===== src/rtl/elevator_pkg.sv =====
// Shared types for the elevator request scheduler.
// State encoding, default geometry and the floor index type.
package elevator_pkg;

  localparam int DEF_NUM_FLOORS = 10;
  localparam int DEF_FLOOR_W    = 4;

  typedef logic [DEF_FLOOR_W-1:0] floor_t;

  typedef enum logic [1:0] {
    ST_IDLE,
    ST_SERVE_UP,
    ST_SERVE_DOWN,
    ST_DWELL
  } sched_st_e;

endpackage


===== src/rtl/elevator_next_floor_pick.sv =====
// Nearest pending call at or above / at or below the car.
// Purely combinational priority scans over the pending bitmap.
module elevator_next_floor_pick
  import elevator_pkg::*;
#(
  parameter int NUM_FLOORS = DEF_NUM_FLOORS,
  parameter int FLOOR_W    = DEF_FLOOR_W
) (
  input  logic [NUM_FLOORS-1:0] pending,
  input  logic [FLOOR_W-1:0]    car_floor,
  output logic [FLOOR_W-1:0]    up_hit,
  output logic                  up_vld,
  output logic [FLOOR_W-1:0]    dn_hit,
  output logic                  dn_vld
);

  // Descending scan: the last match written is the lowest floor.
  always_comb begin
    up_hit = '0;
    up_vld = 1'b0;
    for (int f = NUM_FLOORS - 1; f >= 0; f--) begin
      if (pending[f] && (FLOOR_W'(f) >= car_floor)) begin
        up_hit = FLOOR_W'(f);
        up_vld = 1'b1;
      end
    end
  end

  always_comb begin
    dn_hit = '0;
    dn_vld = 1'b0;
    for (int f = 0; f < NUM_FLOORS; f++) begin
      if (pending[f] && (FLOOR_W'(f) <= car_floor)) begin
        dn_hit = FLOOR_W'(f);
        dn_vld = 1'b1;
      end
    end
  end

endmodule


===== src/rtl/elevator_request_scheduler.sv =====
// LOOK scheduler: call bitmap, travel FSM and door dwell timer.
// SCHED_SERVED_CNT_EN builds the served-stop counter.
module elevator_request_scheduler
  import elevator_pkg::*;
#(
  parameter int NUM_FLOORS   = DEF_NUM_FLOORS,
  parameter int FLOOR_W      = DEF_FLOOR_W,
  parameter int DWELL_CYCLES = 20000000
) (
  input  logic                  clk,
  input  logic                  reset,
  input  logic                  req_valid,
  input  logic [FLOOR_W-1:0]    req_floor,
  input  logic [FLOOR_W-1:0]    car_floor,
  input  logic                  car_idle,
  output logic [FLOOR_W-1:0]    target_floor,
  output logic [NUM_FLOORS-1:0] pending,
  output logic                  dir_up,
  output logic                  door_open,
  output logic                  req_err,
  output logic [15:0]           served_cnt
);

  localparam int CNT_W =
    (DWELL_CYCLES > 1) ? $clog2(DWELL_CYCLES) : 1;
  localparam logic [CNT_W-1:0] DWELL_LOAD =
    CNT_W'(DWELL_CYCLES - 1);
  localparam int RW = FLOOR_W + 1;
  localparam logic [RW-1:0] FLOOR_LIM = RW'(NUM_FLOORS);

  sched_st_e state;
  logic [CNT_W-1:0] dwell_cnt;
  logic [NUM_FLOORS-1:0] pend_nxt;

  logic [FLOOR_W-1:0] up_hit;
  logic [FLOOR_W-1:0] dn_hit;
  logic up_vld;
  logic dn_vld;

  logic in_range;
  logic req_ok;
  logic req_bad;
  logic restart;
  logic serving;
  logic arrive;

  elevator_next_floor_pick #(
    .NUM_FLOORS (NUM_FLOORS),
    .FLOOR_W    (FLOOR_W)
  ) u_pick (
    .pending   (pending),
    .car_floor (car_floor),
    .up_hit    (up_hit),
    .up_vld    (up_vld),
    .dn_hit    (dn_hit),
    .dn_vld    (dn_vld)
  );

  assign in_range = ({1'b0, req_floor} < FLOOR_LIM);
  assign req_ok   = req_valid && in_range;
  assign req_bad  = req_valid && !in_range;

  // A call for the floor the door is open at just extends the stop.
  assign restart = req_ok
                && (state == ST_DWELL)
                && (req_floor == car_floor);

  assign serving = (state == ST_SERVE_UP)
                || (state == ST_SERVE_DOWN);

  assign arrive = serving
               && car_idle
               && (car_floor == target_floor)
               && pending[target_floor];

  // Clear is applied after set so an absorbed call loses.
  always_comb begin
    pend_nxt = pending;
    if (req_ok && !restart) begin
      pend_nxt[req_floor] = 1'b1;
    end
    if (arrive) begin
      pend_nxt[target_floor] = 1'b0;
    end
  end

  always_ff @(posedge clk or negedge reset) begin
    if (!reset) begin
      state        <= ST_IDLE;
      pending      <= '0;
      target_floor <= '0;
      dir_up       <= 1'b1;
      door_open    <= 1'b0;
      req_err      <= 1'b0;
      dwell_cnt    <= '0;
    end else begin
      pending <= pend_nxt;
      req_err <= req_bad;
      unique case (state)
        ST_IDLE: begin
          if (|pending) begin
            if (!dn_vld || (dir_up && up_vld)) begin
              state  <= ST_SERVE_UP;
              dir_up <= 1'b1;
            end else begin
              state  <= ST_SERVE_DOWN;
              dir_up <= 1'b0;
            end
          end
        end
        ST_SERVE_UP: begin
          if (arrive) begin
            state     <= ST_DWELL;
            door_open <= 1'b1;
            dwell_cnt <= DWELL_LOAD;
          end else if (up_vld) begin
            target_floor <= up_hit;
          end else if (dn_vld) begin
            state  <= ST_SERVE_DOWN;
            dir_up <= 1'b0;
          end else begin
            state <= ST_IDLE;
          end
        end
        ST_SERVE_DOWN: begin
          if (arrive) begin
            state     <= ST_DWELL;
            door_open <= 1'b1;
            dwell_cnt <= DWELL_LOAD;
          end else if (dn_vld) begin
            target_floor <= dn_hit;
          end else if (up_vld) begin
            state  <= ST_SERVE_UP;
            dir_up <= 1'b1;
          end else begin
            state <= ST_IDLE;
          end
        end
        ST_DWELL: begin
          if (restart) begin
            dwell_cnt <= DWELL_LOAD;
          end else if (dwell_cnt == '0) begin
            door_open <= 1'b0;
            state     <= ST_IDLE;
          end else begin
            dwell_cnt <= dwell_cnt - CNT_W'(1);
          end
        end
        default: begin
          state <= ST_IDLE;
        end
      endcase
    end
  end

`ifdef SCHED_SERVED_CNT_EN
  logic served_inc;

  assign served_inc = (state == ST_DWELL)
                   && !restart
                   && (dwell_cnt == '0);

  always_ff @(posedge clk or negedge reset) begin
    if (!reset) begin
      served_cnt <= '0;
    end else if (served_inc
              && (served_cnt != 16'hFFFF)) begin
      served_cnt <= served_cnt + 16'd1;
    end
  end
`else
  assign served_cnt = '0;
`endif

endmodule


===== config.mk =====
export PLATFORM = sky130hd
export DESIGN_NAME = elevator_request_scheduler
export DESIGN_NICKNAME = d
export VERILOG_FILES = /design/src/rtl/elevator_pkg.sv /design/src/rtl/elevator_next_floor_pick.sv /design/src/rtl/elevator_request_scheduler.sv
export SDC_FILE = /design/constraint.sdc
export NUM_CORES = 1
export LEC_CHECK = 0
export ABC_AREA = 1
export BUFFER_PORTS_ARGS = -buffer_cell sky130_fd_sc_hd__buf_2
export CORE_MARGIN = 2
export CORE_UTILIZATION = 30
export CTS_CLUSTER_SIZE = 25
export DETAILED_ROUTE_END_ITERATION = 6
export HOLD_SLACK_MARGIN = 0.05
export PLACE_DENSITY = 0.5
export SYNTH_ARGS = -nofsm -noshare
export SYNTH_HDL_FRONTEND = slang
export SYNTH_HIERARCHICAL = 1
export SYNTH_SLANG_ARGS = --single-unit

===== constraint.sdc =====
create_clock -name clk -period 2.5 [get_ports clk]
set_input_delay 0 -clock clk [delete_from_list [all_inputs] [get_ports clk]]
set_output_delay 0 -clock clk [all_outputs]
set_load 0.005 [all_outputs]

==> results of run 1 <==
[state kept, by name (all words and copies together) (netlist names)]
| name | count |
|---|---|
| req_err | 1 |
| dir_up | 1 |
| state | 2 |
| pending | 10 |
| dwell_cnt | 25 |
| door_open | 1 |
| target_floor | 4 |
[power by group through the flow]
stage | clock [mW] | sequential [mW] | combinational (mW)
after floorplan | 0 | 1.16 | 1.94
after global placement | 0 | 1.27 | 2.19
after detailed placement | 0 | 1.27 | 2.24
after CTS | 0.714 | 1.27 | 2.24
after global routing | 0.744 | 1.31 | 2.57
final | 0.691 | 1.26 | 2.22
[logic make-up (layout without fill, tap and decap cells)]
family | Yosys count | after routing | share of synthesized area (%)
and+or+nand+nor | 346 | 346 | 40.4
adders and majority gates | 7 | 7 | 2.25
AOI/OAI and AO/OA | 74 | 74 | 13.5
DFF | 44 | 44 | 28.3
other | 1 | 16 | 0.0962
xor gates and xnor gates | 9 | 9 | 2.02
buffers and inverters | 108 | 121 | 13.5
[cell type report]
class / instances / area [µm²]
flip-flops and latches: 44 / 1100
inverters: 78 / 293
fillers: 1428 / 8360
repair buffers: 36 / 220
clock buffers: 7 / 153
well taps: 172 / 215
multi-input cells: 452 / 2330
[layer usage]
| metal | vias up | share of wire [%] | routed length [µm] | GRT usage (%) |
|---|---|---|---|---|
| met2 | 98 | 46 | 4660 | 24.9 |
| met4 | 0 | 0.88 | 88 | 3.39 |
| met5 | - | 0 | 0 | 0 |
| li1 | 1897 | - | - | - |
| met1 | 1730 | 49 | 4910 | 20.7 |
| met3 | 6 | 3.8 | 383 | 1.99 |
[through the flow]
| stage | hold WS [ns] | instances | cell area [µm²] | setup slack [ns] | utilization [%] |
|---|---|---|---|---|---|
| global placement | 0.252 | 779 | 4130 | 0.315 | 32.6 |
| floorplan | -0.296 | 604 | 3950 | 0.614 | - |
| CTS | 0.133 | 789 | 4310 | 0.195 | 34.0 |
| detailed placement | 0.262 | 779 | 4130 | 0.215 | 32.6 |
| finish | 0.137 | 789 | 4310 | 0.206 | 34.0 |
| global route | 0.172 | 789 | 4310 | 0.00524 | 34.0 |
[final timing paths]
check	slack [ns]	to	depth (start not counted)
max in group asynchronous	1.41	target_floor[3]$_DFFE_PN0P_	2
setup reg to reg	0.21	dwell_cnt[5]$_DFFE_PN0P_	12
hold / removal	0.14	pending[7]$_DFF_PN0_	5
hold reg to reg	0.47	dir_up$_DFFE_PN1P_	2
setup / recovery	0.21	dwell_cnt[5]$_DFFE_PN0P_	12
min in group asynchronous	0.45	dwell_cnt[9]$_DFFE_PN0P_	2
[cell usage after synthesis (all sizes together)]
cell type,number
clkbuf,3
or2,4
dfstp,1
dfrtp,43
conb,1
nand2,182
xnor2,3
a31oi,3
nor4,5
ha,7
xor2,6
a21oi,12
o211ai,1
inv,78
a21o,2
buf,27
nand4,18
o22ai,2
a21boi,3
nor3,10
nor2,80
nand3,47
o21ai,51
[critical path: cells and delay by family (launching register included)]
kind	cells	cell delay, ns
flip-flops	1	0.40
AND/OR/NAND/NOR	6	0.68
buffers and inverters	2	0.33
adder cells (fa/ha/maj)	1	0.39
AO/OA/AOI/OAI	3	0.34
==> qor.yml, run 1 <==
sta:
  rsz0062_at_grt: "no"
  final.setup_skew_ns: 0.00652
  timing.max_slew.rel_slack_pct: 30.1
  fmax_mhz: 436
  min_period_ns: 2.29
  worst_pin_slew_ns: 1.05
  setup_tns_ns: 0
  finalHoldViolCount: 0
  finalSetupViolations: 0
  slew_violations: 0
  layout_worst_path_cycle_share_pct: 91.8
finish:
  drive_gt1_share_pct: 18.5
  area_growth_pct: 10.6
  antennaDiodeCount: 0
  final_nets: 636
  layout_common_cells: "175 x nand2_1, 73 x inv_1, 64 x nor2_1"
  layout_commonest_cell: "nand2_1"
pwr:
  clkPwrFrac_pct: 16.5
  cellInternalPower_mw: 2.17
  total_power_mw: 4.17
  combPwrFrac_pct: 53.2
  max-vdd-ir-drop_mv: 0.413
  power_density_mw_per_mm2: 969
  p_leak_nw: 2.23
  pwr-share-seq_pct: 30.3
  power.switching_mw: 2.00
  swShare_pct: 48.0
grt:
  grt.total_usage_pct: 15.0
  first_global_vias: 3570
  grt_pass1_wl_um: 17500
  antenna_found_initial: 0
  grt_overflow: 0
  grt_max_degree: 45
clocking:
  cts_buffer_depth: 2
  numClockSinks: 44
  cts_setup_buffers: 0
  cts_buffers: 5
  htreeDepth: 2
  post_cts_resized: 0
  cts_tree: "built"
  clk_pin_slew_ns: 0.06
  hold_buffers: 3
  root_buffer: "clkbuf_16"
  insertion_delay_ns: 0.28
critical_path:
  worst_setup_path_start_kind: "register"
  startpoint: "state[1]$_DFFE_PN0P_"
  crit_fanout: 32
  endpoint_kind: "register"
  cp_cell_sequence: "inv_1, ha_1, nand2_1, a21oi_1, nand2_1, nor2_4, nand2_4, a21oi_4, nand2_4, buf_12, nand2_1, o21ai_2"
  crit_required_ns: 2.66
  slowest_delay_ns: 0.40
  reg2reg_from: "state[1]$_DFFE_PN0P_"
  crit_type: "register to register"
  cp_slowest_cell: "dfrtp_1"
  crit_arrival_ns: 2.46
  cp_common_cell: "nand2_1"
detailed_routing:
  firstDrtPassIters: 5
  via_per_inst: 4.73
  totalWireLength_um: 10000
  remaining_drc_errors: 0
  vias: 3731
  drt-initial-drc-count: 305
  routedWlPerCell_um: 12.7
  ant_nets: 0
placed_design:
  port_buffers: 28
  dp_hpwl_um: 7600
  place.gp.congestion: 0.879
floorplanning:
  dieArea_mm2: 0.0139
  io_pins: 45
  start_util_pct: 30.8
  die_x_um: 118
  fp.coreArea_mm2: 0.0127
  die_y_um: 118
  row_count: 41
logic_synthesis:
  netlist_area_mm2: 0.00390
  ys_ff_latch: 44
  yosys.area.top_type: "dfrtp_1"
  syn-mean-instance-area_um2: 6.62
  synth_top_area_share_pct: 27.6
  ys_seq_area_share_pct: 28.3
  yosysWarnings: 6
  synthDistinctLibCells: 39
  syn-instance-count: 589
  synthTopCellsByArea: "dfrtp_1 28%, nand2_1 17%, inv_1 7.0%, o21ai_2 6.3%, nor2_1 6.2%"
outcome:
  status: "completed"
run:
  drv_cap: 0
hold_path:
  hold_class: "input pin to register"
  hp-start: "req_floor[0]"
Note: power is estimated with default switching activity, not from simulation.
==> inputs of run 2 (changes only) <==
- ABC_AREA: 1 -> not set
- CORE_UTILIZATION: 30 -> 50
- PLACE_DENSITY: 0.5 -> 0.73
==> run 2 against run 1 <==
Compared with the run above: area after synthesis decreased by 4.4%; clock power decreased by 15%; worst hold slack got worse by 0.023 ns; sequential cell count unchanged; utilization increased by 25 points; fmax decreased by 8.1%; synthesized cell count decreased by 28%; non-clock buffer count increased by 33; first-iteration DRC count increased by 3.6%; total power decreased by 36%; via count decreased by 3.2%; cell count decreased by 27%; critical endpoint is now dwell_cnt[14]$_DFFE_PN0P_; highest routed layer unchanged.
==> qor.yml, run 2 <==
outcome:
  status: "completed"
critical_path:
  endpoint_kind: "register"
  reg2reg_slack_ns: 0.003  # -0.20 ns
  crit_arrival_ns: 2.73  # +0.27 ns
  r2r_end: "dwell_cnt[14]$_DFFE_PN0P_"
  reg2reg_from: "dwell_cnt[5]$_DFFE_PN0P_"
  crit_type: "register to register"
  crit_required_ns: 2.73  # +0.07 ns
  crit_fanout: 6  # -81%
  rr_worst_depth: 5  # -7
  worst_setup_path_start_kind: "register"
placed_design:
  place.gp.congestion: 0.923  # +5.0%
  port_buffers: 28  # unchanged
  dpl_worst_slack_ns: -0.0423  # -0.258 ns
  dp_hpwl_um: 6940  # -8.6%
run:
  drv_cap: 0  # unchanged
pwr:
  cellInternalPower_mw: 1.68  # -23%
  total_power_mw: 2.68  # -36%
  max-vdd-ir-drop_mv: 0.373  # -9.7%
  clkPwrFrac_pct: 21.9  # +5.4 points
  swShare_pct: 37.4  # -11 points
  p_leak_nw: 1.74  # -22%
  combPwrFrac_pct: 35.2  # -18 points
  pwr-share-seq_pct: 42.9  # +13 points
  power.switching_mw: 1.00  # -50%
  power_density_mw_per_mm2: 627  # -35%
sta:
  worst_pin_slew_ns: 1.02  # -0.0237 ns
  layout_worst_path_cycle_share_pct: 99.9  # +8.1 points
  finalSetupViolations: 0  # unchanged
  fin_ws_ns: 0.00315  # -0.203 ns
  rsz0062_at_grt: "yes"
  slew_violations: 0  # unchanged
  finalHoldViolCount: 0  # unchanged
  whs_ns: 0.115  # -0.0228 ns
  fmax_mhz: 401  # -8.1%
  final.setup_skew_ns: 0.00770  # +0.00118 ns
  min_period_ns: 2.50  # +0.203 ns
  timing.max_slew.rel_slack_pct: 31.7  # +1.6 points
finish:
  seqCellArea_mm2: 0.00110  # +0.11%
  antennaDiodeCount: 0  # unchanged
  post-route-util_pct: 58.9  # +25 points
  final_nets: 496  # -22%
  top_register: "dwell_cnt"
  fillers: 664  # -54%
  area_growth_pct: 14.7
  reg_top3: "dwell_cnt: 25 flops, pending: 10 flops, target_floor: 4 flops"
  drive_gt1_share_pct: 23.8  # +5.4 points
  largest_reg_flops: 25  # unchanged
  layout_common_cells: "42 x dfrtp_1, 36 x buf_4, 28 x nor2_1, 28 x a21oi_1, 28 x buf_2"
  multi_input_area_mm2: 0.00237  # +1.8%
  layout_commonest_cell: "dfrtp_1"
logic_synthesis:
  synthDistinctLibCells: 76  # +95%
  synthTopCellsByCount: "43 x dfrtp_1, 28 x a21oi_1, 28 x nor2_1"
  yosysWarnings: 6  # unchanged
  ys_ff_latch: 44  # unchanged
  synth_most_common_cell: "dfrtp_1"
  synth_edf_count: 0  # unchanged
  synth_top_area_share_pct: 28.9  # +1.3 points
  ys_seq_area_share_pct: 29.6  # +1.3 points
  syn-instance-count: 425  # -28%
  syn-mean-instance-area_um2: 8.77  # +32%
  synth_flop_cell: "dfrtp_1"
  yosys.area.top_type: "dfrtp_1"
  netlist_area_mm2: 0.00373  # -4.4%
  async_flop_share_pct: 100  # unchanged
  synthTopCellsByArea: "dfrtp_1 29%, mux2i_1 5.6%, or4_1 4.2%, a21oi_1 3.8%, buf_4 3.6%"
grt:
  grt.total_usage_pct: 24.3  # +9.3 points
  grt_overflow: 0  # unchanged
  first_global_vias: 3371  # -5.6%
  grt_pass1_wl_um: 16400  # -5.8%
  antenna_found_initial: 0  # unchanged
  grt_max_degree: 49  # +8.9%
floorplanning:
  die_x_um: 90.3  # -23%
  dieArea_mm2: 0.00816  # -41%
  fp.coreArea_mm2: 0.00725  # -43%
  start_util_pct: 51.4  # +21 points
  row_count: 31  # -24%
  die_y_um: 90.3  # -23%
  io_pins: 45  # unchanged
clocking:
  cts_tree: "built"
  clk_pin_slew_ns: 0.09  # +0.03 ns
  cts_buffer_depth: 2  # unchanged
  htreeDepth: 2  # unchanged
  cts_setup_buffers: 0  # unchanged
  insertion_delay_ns: 0.30  # +0.02 ns
  numClockSinks: 44  # unchanged
  root_buffer: "clkbuf_8"
  cts_buffers: 5  # unchanged
detailed_routing:
  m1WireLength_um: 4510  # -8.2%
  drt-initial-drc-count: 316  # +3.6%
  dr_wl_met2_um: 4530  # -2.7%
  vias: 3610  # -3.2%
  totalWireLength_um: 9770  # -2.7%
  firstDrtPassIters: 5  # unchanged
  routedWlPerCell_um: 16.9  # +33%
  via_per_inst: 6.26  # +32%
  highest_layer: "met4"
  wl_met3_um: 625  # +63%
  ant_nets: 0  # unchanged
  remaining_drc_errors: 0  # unchanged
hold_path:
  hold_depth: 4  # -1
  hp-start: "req_floor[2]"
  whs_endpoint: "pending[8]$_DFF_PN0_"
  hold_class: "input pin to register"
## run 2: worst max path at each step
stage	startpoint	cells past startpoint	endpoint
final	dwell_cnt[5]$_DFFE_PN0P_	5	dwell_cnt[14]$_DFFE_PN0P_
after floorplan	target_floor[0]$_DFFE_PN0P_	7	target_floor[1]$_DFFE_PN0P_
after global routing	dwell_cnt[5]$_DFFE_PN0P_	5	dwell_cnt[14]$_DFFE_PN0P_
after detailed placement	dwell_cnt[5]$_DFFE_PN0P_	5	dwell_cnt[14]$_DFFE_PN0P_
after global placement	dwell_cnt[5]$_DFFE_PN0P_	5	dwell_cnt[14]$_DFFE_PN0P_
after CTS	dwell_cnt[5]$_DFFE_PN0P_	5	dwell_cnt[14]$_DFFE_PN0P_
## run 2: kinds of logic (layout without fill, tap and decap cells)
kind of cell	count (synthesis)	after routing	synth area share [%]
and+or+nand+nor	152	152	23.6
AOI/OAI and AO/OA	126	126	24.6
buffers and inverters	59	97	9.47
DFF	44	44	29.6
muxes	28	28	8.36
xor gates and xnor gates	8	8	1.88
adders and majority gates	7	7	2.35
other	1	16	0.101
## run 2: area by class of cell
| class | instances | area share [%] |
|---|---|---|
| Clock inverter | 2 | 0.908 |
| Sequential cell | 44 | 25.8 |
| Timing Repair Buffer | 69 | 11.2 |
| Multi-Input combinational cell | 337 | 55.4 |
| Inverter | 20 | 1.76 |
| Clock buffer | 6 | 1.93 |
| Tap cell | 99 | 2.90 |
## run 2: stage by stage
stage | instances | instance area (µm²) | TNS (ns)
after floorplan | 440 | 3780 | 0
after global placement | 566 | 4080 | 0
after detailed placement | 566 | 4080 | -0.0519
after CTS | 577 | 4240 | 0
after global routing | 577 | 4270 | -0.173
final | 577 | 4270 | 0
## run 2: timing repair
action,CTS,global route
setup endpoints to repair,3,16
resized for setup,1,9
gates cloned,0,0
pin swaps,0,1
hold buffers,3,0
endpoints found under the hold margin,44,0
## run 2: power groups by stage
stage / logic, mW / registers [mW] / clock network, mW
final: 0.943 / 1.15 / 0.588
after global routing: 1.04 / 1.18 / 0.637
after CTS: 0.930 / 1.13 / 0.598
after detailed placement: 0.919 / 1.14 / 0
after global placement: 0.885 / 1.13 / 0
after floorplan: 0.617 / 1.11 / 0
## run 2: layer usage
layer / global-route usage, % / vias up
li1: - / 1699
met1: 34.6 / 1752
met2: 38.3 / 151
met3: 3.92 / 8
met4: 6.67 / 0
met5: 0 / -
## run 2: critical path: stages (launching register included)
cell and delay (ns):
dfrtp_1 0.40, or4_4 0.59, or3_4 0.39, or4_4 0.50, or4_1 0.42, a21oi_1 0.13
==> inputs of run 3 (changes only) <==
- PLACE_DENSITY: 0.73 -> not set
- PLACE_DENSITY_LB_ADDON: not set -> 0.12
==> run 3 against run 2 <==
Compared with the run above: sequential cell count is the same; sequential share of layout area shrank 0.13 points; fmax is essentially flat; largest power group unchanged; non-clock buffer count grew 3; largest cell class unchanged.
==> qor.yml, run 3 (same netlist as run 2, synthesis figures left out) <==
placed_design:
  place.gp.congestion: 0.856  # -7.2%
  dpl_worst_slack_ns: -0.0326  # +0.00968 ns
  dp.cells: 568  # +0.35%
  dp_hpwl_um: 7220  # +3.9%
  port_buffers: 28  # unchanged
hold_path:
  hold_class: "input pin to register"
  hold_depth: 4  # unchanged
  hp-start: "req_floor[0]"
  whs_endpoint: "pending[6]$_DFF_PN0_"
grt:
  grt_max_degree: 49  # unchanged
  grt_overflow: 0  # unchanged
  antenna_found_initial: 0  # unchanged
  grt.total_usage_pct: 24.9  # +0.61 points
  first_global_vias: 3383  # +0.36%
  grt_pass1_wl_um: 17000  # +3.2%
detailed_routing:
  routedWlPerCell_um: 17.3  # +2.2%
  via_per_inst: 6.13  # -2.0%
  ant_nets: 0  # unchanged
  firstDrtPassIters: 5  # unchanged
  remaining_drc_errors: 0  # unchanged
  drt-initial-drc-count: 297  # -6.0%
  totalWireLength_um: 10000  # +2.7%
  vias: 3557  # -1.5%
critical_path:
  r2r_end: "dwell_cnt[14]$_DFFE_PN0P_"
  cp_slowest_cell: "or4_4"
  endpoint_kind: "register"
  crit_fanout: 6  # unchanged
  reg2reg_from: "dwell_cnt[5]$_DFFE_PN0P_"
  cp_cell_sequence: "or4_4, or3_4, or4_4, or4_1, a21oi_1"
  crit_type: "register to register"
  rr_worst_depth: 5  # unchanged
  worst_setup_path_start_kind: "register"
  crit_arrival_ns: 2.73  # about the same
  cp_common_cell: "or4_4"
  crit_required_ns: 2.74  # about the same
  slowest_delay_ns: 0.58  # about the same
  reg2reg_slack_ns: 0.004  # about the same
sta:
  finalSetupViolations: 0  # unchanged
  slew_violations: 0  # unchanged
  layout_worst_path_cycle_share_pct: 99.8  # about the same
  rsz0062_at_grt: "yes"
  final.setup_skew_ns: 0.0188  # +0.0111 ns
  timing.max_slew.rel_slack_pct: 31.4  # -0.34 points
  worst_pin_slew_ns: 1.03  # +0.00508 ns
  fmax_mhz: 401  # about the same
  min_period_ns: 2.50  # -0.000896 ns
  finalHoldViolCount: 0  # unchanged
  fin_ws_ns: 0.00404  # +0.000896 ns
pwr:
  p_leak_nw: 1.73  # -0.49%
  cellInternalPower_mw: 1.59  # -5.4%
  swShare_pct: 39.5  # +2.1 points
  power_density_mw_per_mm2: 611  # -2.6%
  combPwrFrac_pct: 38.1  # +2.9 points
  power.switching_mw: 1.04  # +3.5%
  clkPwrFrac_pct: 19.0  # -2.9 points
  pwr-share-seq_pct: 42.8  # about the same
  max-vdd-ir-drop_mv: 0.473  # +27%
floorplanning:
  start_util_pct: 51.4  # unchanged
  die_x_um: 90.3  # unchanged
  die_y_um: 90.3  # unchanged
  dieArea_mm2: 0.00816  # unchanged
  row_count: 31  # unchanged
  fp.coreArea_mm2: 0.00725  # unchanged
  io_pins: 45  # unchanged
clocking:
  numClockSinks: 44  # unchanged
  cts_tree: "built"
  root_buffer: "clkbuf_8"
  clk_pin_slew_ns: 0.11  # +0.02 ns
  cts_buffer_depth: 2  # unchanged
  cts_buffers: 5  # unchanged
  htreeDepth: 2  # unchanged
  insertion_delay_ns: 0.31  # about the same
finish:
  area_growth_pct: 15.2
  layout_commonest_cell: "dfrtp_1"
  top_register: "dwell_cnt"
  reg_top3: "dwell_cnt: 25 flops, pending: 10 flops, target_floor: 4 flops"
  layout_common_cells: "42 x dfrtp_1, 39 x buf_4, 28 x a21oi_1, 28 x buf_2, 27 x nor2_1"
  fin_cells: 580  # +0.52%
  final_nets: 499  # +0.60%
  antennaDiodeCount: 0  # unchanged
  largest_reg_flops: 25  # unchanged
  drive_gt1_share_pct: 24.5  # +0.68 points
outcome:
  status: "completed"
run:
  drv_cap: 0  # unchanged
## run 3: cell types whose count changed in the layout (fill, tap and decap cells not counted), sizes merged
cell    previous run  this run
inv               20        22
buf               66        69
bufinv             1         0
clkbuf             6         5
## run 3: critical path: cells and delay by family, from the launching register on
| family | cells | cell delay (ns) |
|---|---|---|
| and+or+nand+nor | 4 | 1.87 |
| DFF | 1 | 0.40 |
| AOI/OAI and AO/OA | 1 | 0.15 |
## run 3: layer usage
metal | part of all wire, % | wire [µm] | global-route usage (%)
met5 | 0 | 0 | 0
met4 | 0.51 | 51 | 4.36
met3 | 5.4 | 542 | 3.01
met2 | 45 | 4490 | 38.3
met1 | 49 | 4960 | 38.0
## run 3: how the worst max path moves through the flow
| stage | slack [ns] | from | end |
|---|---|---|---|
| 2_1_floorplan | 0.01 | target_floor[0]$_DFFE_PN0P_ | target_floor[1]$_DFFE_PN0P_ |
| 3_3_place_gp | -0.07 | dwell_cnt[19]$_DFFE_PN0P_ | state[0]$_DFFE_PN0P_ |
| 3_5_place_dp | -0.03 | dwell_cnt[19]$_DFFE_PN0P_ | state[0]$_DFFE_PN0P_ |
| 4_1_cts | 0.0003 | dwell_cnt[5]$_DFFE_PN0P_ | dwell_cnt[14]$_DFFE_PN0P_ |
| 5_1_grt | -0.06 | dwell_cnt[5]$_DFFE_PN0P_ | dwell_cnt[14]$_DFFE_PN0P_ |
| 6_report | 0.004 | dwell_cnt[5]$_DFFE_PN0P_ | dwell_cnt[14]$_DFFE_PN0P_ |
## run 3: layout make-up
| type | instances | area, µm² |
|---|---|---|
| multi-input combinational | 337 | 2390 |
| fill | 669 | 2960 |
| inverter | 20 | 75.1 |
| clock inverter | 3 | 26.3 |
| timing repair buffer | 72 | 503 |
| tap | 99 | 124 |
| clock buffer | 5 | 68.8 |
| sequential | 44 | 1100 |
## run 3: power by group through the flow
stage | Sequential (mW) | Combinational [mW] | Clock [mW]
4_1_cts | 1.12 | 0.969 | 0.506
3_3_place_gp | 1.12 | 0.939 | 0
6_report | 1.12 | 1.00 | 0.499
3_5_place_dp | 1.13 | 0.959 | 0
2_1_floorplan | 1.11 | 0.617 | 0
5_1_grt | 1.15 | 1.12 | 0.540
## run 3: timing repair
action	in CTS	in global routing
endpoints found under the setup margin	7	25
hold buffers	3	0
gates resized for setup	4	9
buffers inserted	0	1
endpoints found under the hold margin	44	0
pin swaps	0	1
## run 3: through the flow
stage | power, mW | hold WS [ns] | instance area (µm²) | setup TNS [ns] | utilization, %
2_1_floorplan | 1.73 | -0.296 | 3780 | 0 | -
3_3_place_gp | 2.06 | 0.230 | 4090 | -0.256 | 56.4
3_5_place_dp | 2.09 | 0.233 | 4090 | -0.126 | 56.4
4_1_cts | 2.59 | 0.114 | 4240 | 0 | 58.4
5_1_grt | 2.81 | 0.151 | 4290 | -0.178 | 59.2
6_report | 2.62 | 0.114 | 4290 | 0 | 59.2
